### src/rtl/uart_alu_pkg.sv
// ---------------------------------------------------------------------------
// uart_alu_pkg
// Shared definitions for the framed UART/ALU bridge:
//   - one-hot state bit positions and the state_t enum built from them
//   - bit positions inside the optional trailing status byte
//   - the byte sent back when a stalled frame is aborted
//   - helpers that derive the byte count and byte-index width from NB_DATA
// No ports; imported with "import uart_alu_pkg::*;".
// ---------------------------------------------------------------------------
package uart_alu_pkg;

  localparam int ST_IDLE_BIT    = 0;
  localparam int ST_READ_OP_BIT = 1;
  localparam int ST_READ_A_BIT  = 2;
  localparam int ST_READ_B_BIT  = 3;
  localparam int ST_COMPUTE_BIT = 4;
  localparam int ST_SEND_BIT    = 5;
  localparam int ST_WAIT_TX_BIT = 6;
  localparam int NUM_STATES     = 7;

  typedef enum logic [NUM_STATES-1:0] {
    S_IDLE    = NUM_STATES'(1 << ST_IDLE_BIT),
    S_READ_OP = NUM_STATES'(1 << ST_READ_OP_BIT),
    S_READ_A  = NUM_STATES'(1 << ST_READ_A_BIT),
    S_READ_B  = NUM_STATES'(1 << ST_READ_B_BIT),
    S_COMPUTE = NUM_STATES'(1 << ST_COMPUTE_BIT),
    S_SEND    = NUM_STATES'(1 << ST_SEND_BIT),
    S_WAIT_TX = NUM_STATES'(1 << ST_WAIT_TX_BIT)
  } state_t;

  localparam int STATUS_ZERO_BIT = 0;
  localparam int STATUS_NEG_BIT  = 1;

  localparam logic [7:0] ERR_BYTE = 8'hE1;

  function automatic int nb_bytes(input int nb_data);
    return nb_data / 8;
  endfunction

  // One extra index value is reserved so the status byte can follow the
  // result bytes using the same counter.
  function automatic int idx_width(input int nb_data);
    return $clog2(nb_bytes(nb_data) + 1);
  endfunction

endpackage

### src/rtl/uart_alu_frame_if_rx_timeout_timer.sv
// ---------------------------------------------------------------------------
// rx_timeout_timer
// Counts idle cycles while a frame is waiting for its next operand byte and
// raises a one-cycle expire pulse on the TIMEOUT_CYCLES-th consecutive idle
// cycle. Only meaningful for TIMEOUT_CYCLES >= 1; the parent bypasses it
// entirely when the timeout is disabled.
// Ports:
//   clk       - clock, rising edge
//   reset     - synchronous, active-low
//   clear     - restart the count (a byte was popped / not in an operand state)
//   count_en  - this cycle is an idle operand-wait cycle
//   expire    - high during the idle cycle that exhausts the budget
// ---------------------------------------------------------------------------
module rx_timeout_timer #(
  parameter int TIMEOUT_CYCLES = 50000
) (
  input  logic clk,
  input  logic reset,
  input  logic clear,
  input  logic count_en,
  output logic expire
);

  localparam int CNT_W = (TIMEOUT_CYCLES > 1) ? $clog2(TIMEOUT_CYCLES) : 1;
  localparam logic [CNT_W-1:0] LAST_COUNT = CNT_W'(TIMEOUT_CYCLES - 1);

  logic [CNT_W-1:0] count;

  // The counter holds the number of idle cycles already seen, so the cycle
  // that finds it at LAST_COUNT is the one that uses up the budget.
  assign expire = count_en && (count == LAST_COUNT);

  // Idle-cycle counter; restarts on clear and after it has fired.
  always_ff @(posedge clk) begin
    if (!reset || clear || expire) begin
      count <= '0;
    end else if (count_en) begin
      count <= count + CNT_W'(1);
    end
  end

endmodule

### src/rtl/uart_alu_frame_if.sv
// ---------------------------------------------------------------------------
// uart_alu_frame_if
// Frame-based bridge between a UART RX/TX pair and a combinational ALU.
// A frame is one opcode byte followed by operand A and operand B, each
// NB_DATA/8 bytes sent least-significant byte first. The result is returned
// byte-serially, LSB first. A stalled frame is aborted after TIMEOUT_CYCLES
// idle cycles between operand bytes (0 disables the timeout).
//
// Optional feature macro: UART_ALU_STATUS_EN
//   defined   - a status byte (bit0 result==0, bit1 result MSB) follows the
//               result, and an aborted frame sends ERR_BYTE (0xE1)
//   undefined - result bytes only; aborts are silent apart from frame_err
//
// Ports:
//   clk, reset     - clock; synchronous active-low reset
//   rx_empty       - RX FIFO empty
//   rx_data        - RX FIFO head byte (show-ahead)
//   rx_rd          - pop strobe, asserted in the cycle rx_data is consumed
//   tx_done_tick   - UART TX finished the current byte
//   tx_start       - one-cycle TX start strobe
//   tx_data        - byte to transmit
//   alu_op         - registered opcode
//   alu_a, alu_b   - registered operands
//   alu_result     - combinational ALU result
//   busy           - high whenever the FSM is not idle
//   frame_err      - one-cycle pulse on a timeout abort
// ---------------------------------------------------------------------------
module uart_alu_frame_if
  import uart_alu_pkg::*;
#(
  parameter int NB_DATA        = 16,
  parameter int NB_OP          = 6,
  parameter int TIMEOUT_CYCLES = 50000
) (
  input  logic               clk,
  input  logic               reset,
  input  logic               rx_empty,
  input  logic [7:0]         rx_data,
  output logic               rx_rd,
  input  logic               tx_done_tick,
  output logic               tx_start,
  output logic [7:0]         tx_data,
  output logic [NB_OP-1:0]   alu_op,
  output logic [NB_DATA-1:0] alu_a,
  output logic [NB_DATA-1:0] alu_b,
  input  logic [NB_DATA-1:0] alu_result,
  output logic               busy,
  output logic               frame_err
);

  localparam int NB_BYTES = nb_bytes(NB_DATA);
  localparam int IDX_W    = idx_width(NB_DATA);
  localparam logic [IDX_W-1:0] LAST_IDX = IDX_W'(NB_BYTES - 1);
`ifdef UART_ALU_STATUS_EN
  localparam logic [IDX_W-1:0] STATUS_IDX = IDX_W'(NB_BYTES);
`endif

  state_t             state;
  logic [IDX_W-1:0]   idx;
  logic [IDX_W-1:0]   idx_inc;
  logic [NB_DATA-1:0] res_reg;
  logic [7:0]         next_res_byte;
  logic               in_rx_state;
  logic               timeout_expire;
`ifdef UART_ALU_STATUS_EN
  logic               err_pending;
  logic [7:0]         status_byte;
`endif

  assign idx_inc     = idx + IDX_W'(1);
  assign in_rx_state = (state == S_READ_OP) || (state == S_READ_A) ||
                       (state == S_READ_B);

  // The pop is combinational so the byte is consumed in the same cycle it is
  // written; it is masked during reset so no byte is lost to a dead frame.
  assign rx_rd     = reset && !rx_empty && in_rx_state;
  assign busy      = (state != S_IDLE);
  assign frame_err = reset && timeout_expire;

  // Select the next result byte to transmit without indexing past the
  // result width.
  always_comb begin
    next_res_byte = '0;
    for (int i = 0; i < NB_BYTES; i++) begin
      if (idx_inc == IDX_W'(i)) begin
        next_res_byte = res_reg[8*i +: 8];
      end
    end
  end

`ifdef UART_ALU_STATUS_EN
  // Status byte summarising the captured result.
  always_comb begin
    status_byte                  = '0;
    status_byte[STATUS_ZERO_BIT] = (res_reg == '0);
    status_byte[STATUS_NEG_BIT]  = res_reg[NB_DATA-1];
  end
`endif

  // Timeout only watches the operand-wait states; with TIMEOUT_CYCLES of 0
  // the timer is left out and frames may stall forever.
  generate
    if (TIMEOUT_CYCLES == 0) begin : g_no_timeout
      assign timeout_expire = 1'b0;
    end else begin : g_timeout
      logic in_operand_state;
      assign in_operand_state = (state == S_READ_A) || (state == S_READ_B);

      rx_timeout_timer #(
        .TIMEOUT_CYCLES(TIMEOUT_CYCLES)
      ) u_timer (
        .clk     (clk),
        .reset   (reset),
        .clear   (rx_rd || !in_operand_state),
        .count_en(in_operand_state && rx_empty),
        .expire  (timeout_expire)
      );
    end
  endgenerate

  // Main frame FSM. tx_start and tx_data are loaded on the transition into
  // SEND, so tx_start is high exactly during the SEND cycle.
  always_ff @(posedge clk) begin
    if (!reset) begin
      state    <= S_IDLE;
      idx      <= '0;
      alu_op   <= '0;
      alu_a    <= '0;
      alu_b    <= '0;
      res_reg  <= '0;
      tx_start <= 1'b0;
      tx_data  <= '0;
`ifdef UART_ALU_STATUS_EN
      err_pending <= 1'b0;
`endif
    end else begin
      tx_start <= 1'b0;
      case (state)
        S_IDLE: begin
          if (!rx_empty) begin
            state <= S_READ_OP;
          end
        end

        S_READ_OP: begin
          if (!rx_empty) begin
            alu_op <= rx_data[NB_OP-1:0];
            idx    <= '0;
            state  <= S_READ_A;
          end
        end

        S_READ_A, S_READ_B: begin
          if (!rx_empty) begin
            for (int i = 0; i < NB_BYTES; i++) begin
              if (idx == IDX_W'(i)) begin
                if (state == S_READ_A) begin
                  alu_a[8*i +: 8] <= rx_data;
                end else begin
                  alu_b[8*i +: 8] <= rx_data;
                end
              end
            end
            if (idx == LAST_IDX) begin
              idx   <= '0;
              state <= (state == S_READ_A) ? S_READ_B : S_COMPUTE;
            end else begin
              idx <= idx_inc;
            end
          end else if (timeout_expire) begin
            // Abort: drop the partial operands so a later frame starts clean.
            alu_a <= '0;
            alu_b <= '0;
            idx   <= '0;
`ifdef UART_ALU_STATUS_EN
            tx_data     <= ERR_BYTE;
            tx_start    <= 1'b1;
            err_pending <= 1'b1;
            state       <= S_SEND;
`else
            state <= S_IDLE;
`endif
          end
        end

        S_COMPUTE: begin
          res_reg  <= alu_result;
          idx      <= '0;
          tx_data  <= alu_result[7:0];
          tx_start <= 1'b1;
          state    <= S_SEND;
        end

        S_SEND: begin
          state <= S_WAIT_TX;
        end

        S_WAIT_TX: begin
          if (tx_done_tick) begin
`ifdef UART_ALU_STATUS_EN
            if (err_pending) begin
              err_pending <= 1'b0;
              state       <= S_IDLE;
            end else if (idx < LAST_IDX) begin
              idx      <= idx_inc;
              tx_data  <= next_res_byte;
              tx_start <= 1'b1;
              state    <= S_SEND;
            end else if (idx == LAST_IDX) begin
              idx      <= STATUS_IDX;
              tx_data  <= status_byte;
              tx_start <= 1'b1;
              state    <= S_SEND;
            end else begin
              idx   <= '0;
              state <= S_IDLE;
            end
`else
            if (idx < LAST_IDX) begin
              idx      <= idx_inc;
              tx_data  <= next_res_byte;
              tx_start <= 1'b1;
              state    <= S_SEND;
            end else begin
              idx   <= '0;
              state <= S_IDLE;
            end
`endif
          end
        end

        default: begin
          state <= S_IDLE;
        end
      endcase
    end
  end

endmodule

### config.mk
export PLATFORM = sky130hd
export DESIGN_NAME = uart_alu_frame_if
export DESIGN_NICKNAME = d
export VERILOG_FILES = /design/src/rtl/uart_alu_pkg.sv /design/src/rtl/uart_alu_frame_if_rx_timeout_timer.sv /design/src/rtl/uart_alu_frame_if.sv
export SDC_FILE = /design/constraint.sdc
export NUM_CORES = 1
export LEC_CHECK = 0
export CORE_ASPECT_RATIO = 0.7
export CORE_MARGIN = 2
export CORE_UTILIZATION = 50
export DETAILED_ROUTE_END_ITERATION = 10
export HOLD_SLACK_MARGIN = 0.06
export PLACE_DENSITY = 0.78
export SETUP_SLACK_MARGIN = 0.02
export SYNTH_ARGS = -nofsm -noshare
export SYNTH_HDL_FRONTEND = slang
export SYNTH_SLANG_ARGS = --single-unit
### constraint.sdc
create_clock -name clk -period 4.5 [get_ports clk]
set_clock_uncertainty 0.15 [all_clocks]
set_input_delay 0.9 -clock clk [delete_from_list [all_inputs] [get_ports clk]]
set_output_delay 0.9 -clock clk [all_outputs]
set_load 0.02 [all_outputs]
==> impl_summary.md, run 1 <==
Outcome
The run finished with clean final reports.

STA
The tightest hold path in the finished design has a slack of 0.302 ns. Subtracting the final worst setup slack from the clock period gives roughly 3.8 ns. The count of pins over their slew limit is 0. The summed negative setup slack over all endpoints is 0 ns.

The number of failing setup endpoints in the final timing report is 0. The number of endpoints with negative hold slack in the final report is 0. The actual transition at the worst max-transition pin is a little over 1 ns. Setup repair after global routing left no endpoint under its margin. The part of the cycle the worst path needs is 0.847. Based on the critical path, the design can be clocked at up to between 200 and 300 MHz. Measured against its own limit, the worst slew margin works out to 0.312.

Die
The initial utilization of the core area, before any placement, comes to 0.517. The y dimension of the die is between 70 and 80 microns. For this design the top-level I/O count stands at between 70 and 80.

In this run the core area contains 26 standard-cell rows. The standard cell core area is approximately 7300 sq um. The die is around 110 microns wide. The die covers slightly above 8000 sq um.

Clock tree
Buffers inserted to repair hold after CTS numbered 0. The clock passes through at most 2 buffers. The clock latency on the worst-skew pair is about 0.37 ns.

CTS saw 88 sinks. The H-tree depth reported by CTS is 3. TritonCTS built the clock tree. The number of setup buffers added after CTS is 0. The CTS buffer count is 9.

The CTS root buffer is sky130_fd_sc_hd__clkbuf_8. The count of cells resized by post-cts repair is 0. After clock tree synthesis, the clock-pin slew on the worst setup and hold paths is around 0.10 ns.

Logic synthesis
The synthesized design spends more area on one cell type than any other, namely sky130_fd_sc_hd__dfxtp_1. Of the post-synthesis cell area, the dominant cell type holds 0.465. The number of enable flip-flop cells after synthesis is 0. The proportion of synthesized chip area in sequential cells is 0.465. The most used flip-flop cell after synthesis is sky130_fd_sc_hd__dfxtp_1. Synthesis produced a netlist with a net count of 452. After synthesis, the netlist uses 50 different library cells. Ranked by total cell area, the synthesized netlist is headed by sky130_fd_sc_hd__dfxtp_1 47%, sky130_fd_sc_hd__nand2_1 7.5%, sky130_fd_sc_hd__a32o_1 6.9%, sky130_fd_sc_hd__a21oi_1 3.8%, sky130_fd_sc_hd__o211ai_1 3.4%. Each instance of the synthesized netlist takes up on average 9.06 sq um. Synthesis inferred 88 register bits. The async set-or-reset flop fraction in the synthesized netlist is 0.

The gate count after technology mapping is around 420. The count of warnings emitted by yosys is 0. In this run the cell area of the synthesized design comes to approximately 3800 sq um.

Global route
The first global-routing pass estimated about 16000 microns of wire. Entering global routing, the biggest net connects 33 pins. The via count of the first global-routing pass was approximately 3200.

The aggregate global routing overflow is 0. The initial antenna violation count is 0. Across every metal layer, demand over resource in global routing totals 0.242.

Pwr
Summed over all nets, the switching power comes to 428 uW. The share of total power consumed by net switching is 0.262. Of the total power, combinational logic draws 0.116. In this run the static leakage power is roughly 0.0016 uW.

The maximum vdd drop is around 0.22 mV. The power per cell area is about 340 nW/um^2. Cell internal power was estimated by the tool at 1210 uW. The sequential power share is 0.493. Of the total power, the clock network draws 0.391.

Worst setup path
Together, buffers and inverters on the worst path number 1. The worst setup path is captured at an output pin. The largest fanout on the critical path is 4. STA classifies the critical path startpoint as a flop. For the worst setup path, the data arrival time is 2.76 ns.

The worst path required time is between 3 and 4 ns. For this design, the slowest cell found on the critical path is sky130_fd_sc_hd__clkdlybuf4s50_1. The critical path goes through or4b_1 -> or4_4 -> nor3_1 -> clkdlybuf4s50_1. The critical path is of the flop to output pin type. For flop-to-flop paths, the worst setup slack is between 1.5 and 2 ns. The worst stage delay on the critical path is approximately 0.65 ns. The cell type group with the largest total delay on the critical path is simple AND/OR/NAND/NOR gates.

Placement
The total half-perimeter wirelength after legalization and detailed placement is between 6000 and 7000 microns. The routability congestion estimate is around 0.85. The number of buffers inserted by port buffering is 77.

Detailed routing
The DRC violation count after routing is 0. After detailed routing, the average wire length per cell comes to ~16 microns. The pre-antenna-repair detailed-routing pass consisted of 5 iterations. The detailed router finished its first iteration with 277 violations. The final route contains ~3400 vias. Once detail routing completed, the nets flagged for antenna violations numbered 0.

Summed over all layers, the routed wires come to 9730 microns. Dividing the detail-routed via count by the number of cells gives between 5 and 6.

Cells and area
The number of antenna diodes in the final layout is 0. After filler insertion, the fill cell instance count of the layout stands at between 600 and 700. The area growth from synthesis to layout is 27.9%. The area of combinational cells with multiple inputs is between 1500 and 2000 sq um. In the final layout, the share of cells above drive strength 1 is 0.0588. The sequential cells in the finished layout cover a total of 1760 sq um. The final net count is 522.

Hold path
The worst hold path class is flop to flop.

Run
Across the run, the number of max-cap violations was 0.
[cell type report]
type / count / area share
Multi-Input combinational cell: 297 / 0.386
Clock inverter: 6 / 0.0201
Timing Repair Buffer: 85 / 0.171
Inverter: 7 / 0.00542
Tap cell: 98 / 0.0253
Sequential cell: 88 / 0.364
Clock buffer: 10 / 0.0284
[synthesized netlist by cell type, types with 3 or more instances]
cell type                   instances
sky130_fd_sc_hd__a21oi_1           29
sky130_fd_sc_hd__a32o_1            26
sky130_fd_sc_hd__buf_1              3
sky130_fd_sc_hd__buf_2              4
sky130_fd_sc_hd__clkbuf_1          15
sky130_fd_sc_hd__dfxtp_1           88
sky130_fd_sc_hd__ha_1               6
sky130_fd_sc_hd__inv_1              7
sky130_fd_sc_hd__mux2i_1            7
sky130_fd_sc_hd__nand2_1           76
sky130_fd_sc_hd__nand3_1            8
sky130_fd_sc_hd__nand3b_1           4
sky130_fd_sc_hd__nand4_1            5
sky130_fd_sc_hd__nor2_1            30
sky130_fd_sc_hd__nor3_1             9
sky130_fd_sc_hd__nor3b_1            4
sky130_fd_sc_hd__nor4_1             9
sky130_fd_sc_hd__nor4b_1            3
sky130_fd_sc_hd__o211a_1            4
sky130_fd_sc_hd__o211ai_1          17
sky130_fd_sc_hd__o21ai_0            5
sky130_fd_sc_hd__o2bb2ai_1          7
sky130_fd_sc_hd__xnor2_1           11
sky130_fd_sc_hd__xor2_1             5
[power groups by stage]
stage	registers, uW	clock network, uW	logic [uW]
finish	806	639	190
global placement	822	0	185
floorplan	817	0	113
CTS	805	652	189
global route	809	681	207
detailed placement	823	0	188
[cells in the final DEF (no fill, tap or decap), types with 2 or more instances in the layout]
cell type	count
sky130_fd_sc_hd__nor4b_1	3
sky130_fd_sc_hd__and3_1	2
sky130_fd_sc_hd__nand3_1	8
sky130_fd_sc_hd__a32o_1	26
sky130_fd_sc_hd__inv_6	2
sky130_fd_sc_hd__nor2_1	30
sky130_fd_sc_hd__nand2_1	76
sky130_fd_sc_hd__nand2b_1	2
sky130_fd_sc_hd__o2bb2ai_1	7
sky130_fd_sc_hd__mux2i_1	7
sky130_fd_sc_hd__nand3b_1	4
sky130_fd_sc_hd__a21oi_1	29
sky130_fd_sc_hd__buf_4	8
sky130_fd_sc_hd__or3_1	2
sky130_fd_sc_hd__o21ai_0	5
sky130_fd_sc_hd__xor2_1	5
sky130_fd_sc_hd__dfxtp_1	88
sky130_fd_sc_hd__and2_1	2
sky130_fd_sc_hd__a31oi_1	2
sky130_fd_sc_hd__inv_1	7
sky130_fd_sc_hd__o211ai_1	17
sky130_fd_sc_hd__nor4_1	9
sky130_fd_sc_hd__nand4_1	5
sky130_fd_sc_hd__clkbuf_8	10
sky130_fd_sc_hd__bufinv_16	2
sky130_fd_sc_hd__and4_1	2
sky130_fd_sc_hd__nor3b_1	4
sky130_fd_sc_hd__clkdlybuf4s50_1	77
sky130_fd_sc_hd__or4b_1	2
sky130_fd_sc_hd__ha_1	6
sky130_fd_sc_hd__a31o_2	2
sky130_fd_sc_hd__nor3_1	9
sky130_fd_sc_hd__xnor2_1	11
sky130_fd_sc_hd__and3b_1	2
sky130_fd_sc_hd__o211a_1	4
[cells by family after synthesis]
group / count (synthesis) / synth area share
multiplexers: 7 / 0.0185
buffers and inverters: 33 / 0.0413
adder cells (fa/ha/maj): 6 / 0.0198
AO/OA/AOI/OAI: 102 / 0.208
XOR/XNOR: 16 / 0.0370
AND/OR/NAND/NOR: 166 / 0.210
flip-flops: 88 / 0.465
[path summary, 6_finish.rpt]
| path | startpoint | to | depth (start not counted) |
|---|---|---|---|
| worst max-delay path | g_timeout.u_timer.count[4] | frame_err | 4 |
| worst min-delay path | g_timeout.u_timer.count[0] | g_timeout.u_timer.count[0] | 1 |
| worst max register to register | state[2] | alu_op[3] | 5 |
| worst min register to register | g_timeout.u_timer.count[0] | g_timeout.u_timer.count[0] | 1 |
[layer usage]
layer / part of all wire / vias up / wire length, microns / track usage
li1: - / 1657 / - / -
met1: 0.48 / 1660 / 4670 / 0.352
met2: 0.45 / 115 / 4350 / 0.358
met3: 0.063 / 9 / 617 / 0.0621
met4: 0.0094 / 0 / 91 / 0.0590
met5: 0 / - / 0 / 0
[through the flow]
stage               utilization  total power (uW)  instances  worst slack, ns  area, sq um
floorplan                     -               930        418             1.46         3790
global placement          0.630              1010        575            0.893         4610
detailed placement        0.630              1010        575            0.903         4610
CTS                       0.662              1650        591            0.650         4850
global route              0.662              1700        591            0.588         4850
finish                    0.662              1630        591            0.690         4850
No activity file was read; power rests on OpenSTA's default activity.
==> inputs of run 2 (changes only) <==
==> constraint.sdc (replaced) <==
create_clock -name clk -period 3.8 [get_ports clk]
set_clock_uncertainty 0.15 [all_clocks]
set_input_delay 0.76 -clock clk [delete_from_list [all_inputs] [get_ports clk]]
set_output_delay 0.76 -clock clk [all_outputs]
set_load 0.02 [all_outputs]
==> run 2 against run 1 <==
Against the previous run: global-route usage decreased by 0.64 points; combinational power increased by 17%; power increased by 12%; design area decreased by 0.88%; via count decreased by 1.7%; die area unchanged; setup slack got worse by 0.47 ns; final cell count decreased by 0.17%; critical path type unchanged; critical endpoint unchanged; largest power group unchanged; highest routed layer unchanged.
==> impl_summary.md, run 2 (same netlist as run 1, synthesis figures left out) <==
Clock tree
The CTS buffer count came to 9 (unchanged). The quantity of hold-fixing buffers added after cts is 0 (unchanged). The TritonCTS clock tree is yes (unchanged). The number of setup buffers added after CTS was 0 (unchanged). The count of cells resized by post-cts repair came to 0 (unchanged).

The H-tree depth reported by CTS came to 3 (unchanged). The maximum buffer depth of the clock tree was 2 (unchanged). The CTS root buffer was sky130_fd_sc_hd__clkbuf_8 (unchanged).

The clock transition at the registers of the reported paths came to 0.08 ns (was 0.10 ns). The clock latency on the worst-skew pair was 0.36 ns (was 0.37 ns). The number of sinks on the clock net came to 88 (unchanged).

Cells and area
The number of fill cells in the layout came to 641 (was 630). The number of antenna repair diodes is 0 (unchanged). The ratio of cells with drive above 1 in the final layout came to 0.0508 (was 0.0588). The final net count is 521 (was 522).

The finished layout cell area is 4800 sq um (was 4850 sq um). The area growth from synthesis to layout came to 26.8% (was 27.9%). Most frequent cells in the layout: 88 x sky130_fd_sc_hd__dfxtp_1, 77 x sky130_fd_sc_hd__clkdlybuf4s50_1, 76 x sky130_fd_sc_hd__nand2_1 (unchanged).

The most frequent standard cell in the layout excluding fill and tap cells is sky130_fd_sc_hd__dfxtp_1 (unchanged).

STA
The worst hold slack after final layout is 0.307 ns (was 0.302 ns). The number of endpoints with negative hold slack in the final report came to 0 (unchanged). Unrepaired setup endpoints after global routing: no (unchanged).

The number of failing setup endpoints in the final timing report was 0 (unchanged). The part of the cycle the worst path needs is 0.943. The actual transition at the worst max-transition pin is 1.05 ns (was 1.03 ns). The count of pins over their slew limit was 0 (unchanged). The routed design could run at a clock period as short as ~3.6 ns.

The summed negative setup slack over all endpoints was 0 ns (unchanged). The normalized max-slew margin was 0.300 (was 0.312). For this run, the top clock speed supported by timing is 279 MHz.

Detailed routing
The number of iterations in the first detailed-routing pass is 5 (unchanged). The remaining number of nets flagged by the antenna check after routing is 0 (unchanged). The vias after detailed routing is 3382 (was 3441).

The via density per instance is 5.73 (was 5.82). The number of design-rule violations left by the first detailed-router iteration is 342 (was 277). The DRC violation count after routing is 0 (unchanged). The wire length reported by the detailed router is 9450 microns (was 9730 microns).

The detail-routed net length per standard cell was 16.0 microns (was 16.5 microns).

Global route
The global routing usage summed across all routing layers is 0.236 (was 0.242). The maximum number of pins on one net before global-route repair is 40 (was 33). The wire length of the first global-routing pass came to 15400 microns (was 15900 microns).

The aggregate global routing overflow came to 0 (unchanged). The initial antenna violation count is 0 (unchanged). The via count of the first global-routing pass is 3153 (was 3184).

Placement
The routability congestion estimate was 0.893 (was 0.854). The total half-perimeter wirelength after legalization and detailed placement is 6630 microns (was 6850 microns). The instance area after placement is 4600 sq um (was 4610 sq um). The number of buffers inserted by port buffering was 77 (unchanged).

Worst setup path
The largest fanout on the critical path is 4 (unchanged). The worst path required time came to 2.89 ns (was 3.45 ns). The critical path arrival came to 2.67 ns (was 2.76 ns). The kind of critical path is flop to output pin (unchanged). The element type at the critical path end was an output pin (unchanged). The startpoint type of the worst setup path was a flop (unchanged).

Pwr
The maximum vdd drop was 0.269 mV (was 0.222 mV). The power per cell area is 382 nW/um^2 (was 337 nW/um^2). The leakage power is 0.00155 uW (was 0.00158 uW).

Die
The starting density of the core is 0.517 (unchanged). The standard cell core area is 7320 sq um (unchanged). The y dimension of the die is 76.8 microns (unchanged). The number of top-level pins is 78 (unchanged). The die area is 8300 sq um (unchanged). The die boundary width is 108 microns (unchanged). The number of rows in the core area is 26 (unchanged).

Hold path
The worst hold path class is flop to flop (unchanged).

Run
The number of max-capacitance violations reported is 0 (unchanged).

Outcome
Run status: completed (unchanged).
run 2: cell count changes in the layout (fill, tap and decap cells not counted), sizes merged:
cell / delta
bufinv: -1
clkinv: -1
clkbuf: +4
buf: -1
clkinvlp: +1
inv: -3
run 2: final timing paths:
path	start	to	slack (ns)	cells past startpoint
worst max register to register	g_timeout.u_timer.count[4]	alu_a[5]	1.07	5
worst max-delay path	g_timeout.u_timer.count[4]	frame_err	0.22	4
worst min-delay path	g_timeout.u_timer.count[0]	g_timeout.u_timer.count[0]	0.31	1
worst min register to register	g_timeout.u_timer.count[0]	g_timeout.u_timer.count[0]	0.31	1
run 2: stage by stage:
step,worst slack [ns],util,cells,power (uW)
after floorplan,0.950,-,418,1100
after global placement,0.515,0.629,574,1190
after detailed placement,0.593,0.629,574,1200
after CTS,0.183,0.656,590,1840
after global routing,0.0925,0.656,590,1910
final,0.217,0.656,590,1840
run 2: layer usage:
metal  wire length, microns  up-vias  GRT usage
met4                    108        0     0.0782
met3                    588       11     0.0680
met1                   4550     1608      0.332
met5                      0        -          0
li1                       -     1659          -
met2                   4200      104      0.346
run 2: critical path: stages, from the launching register on:
cell	delay [ns]
sky130_fd_sc_hd__dfxtp_1	0.34
sky130_fd_sc_hd__or4b_1	0.54
sky130_fd_sc_hd__or4_4	0.60
sky130_fd_sc_hd__nor3_1	0.19
sky130_fd_sc_hd__clkdlybuf4s50_1	0.64
run 2: power breakdown:
group / switching [uW] / leakage (uW) / internal (uW) / total (uW)
registers: 18.5 / 0.000709 / 934 / 953
clock network: 319 / 0.0000969 / 341 / 660
logic: 128 / 0.000745 / 94.7 / 223
total: 466 / 0.00155 / 1370 / 1840
run 2: area by class of cell:
type                       count  area (sq um)  area share
clock inverter                 2          37.5     0.00781
timing repair buffer          84           823       0.171
inverter                       7          26.3     0.00547
clock buffer                  14           163      0.0339
multi-input combinational    297          1870       0.389
sequential                    88          1760       0.367
tap                           98           123      0.0255
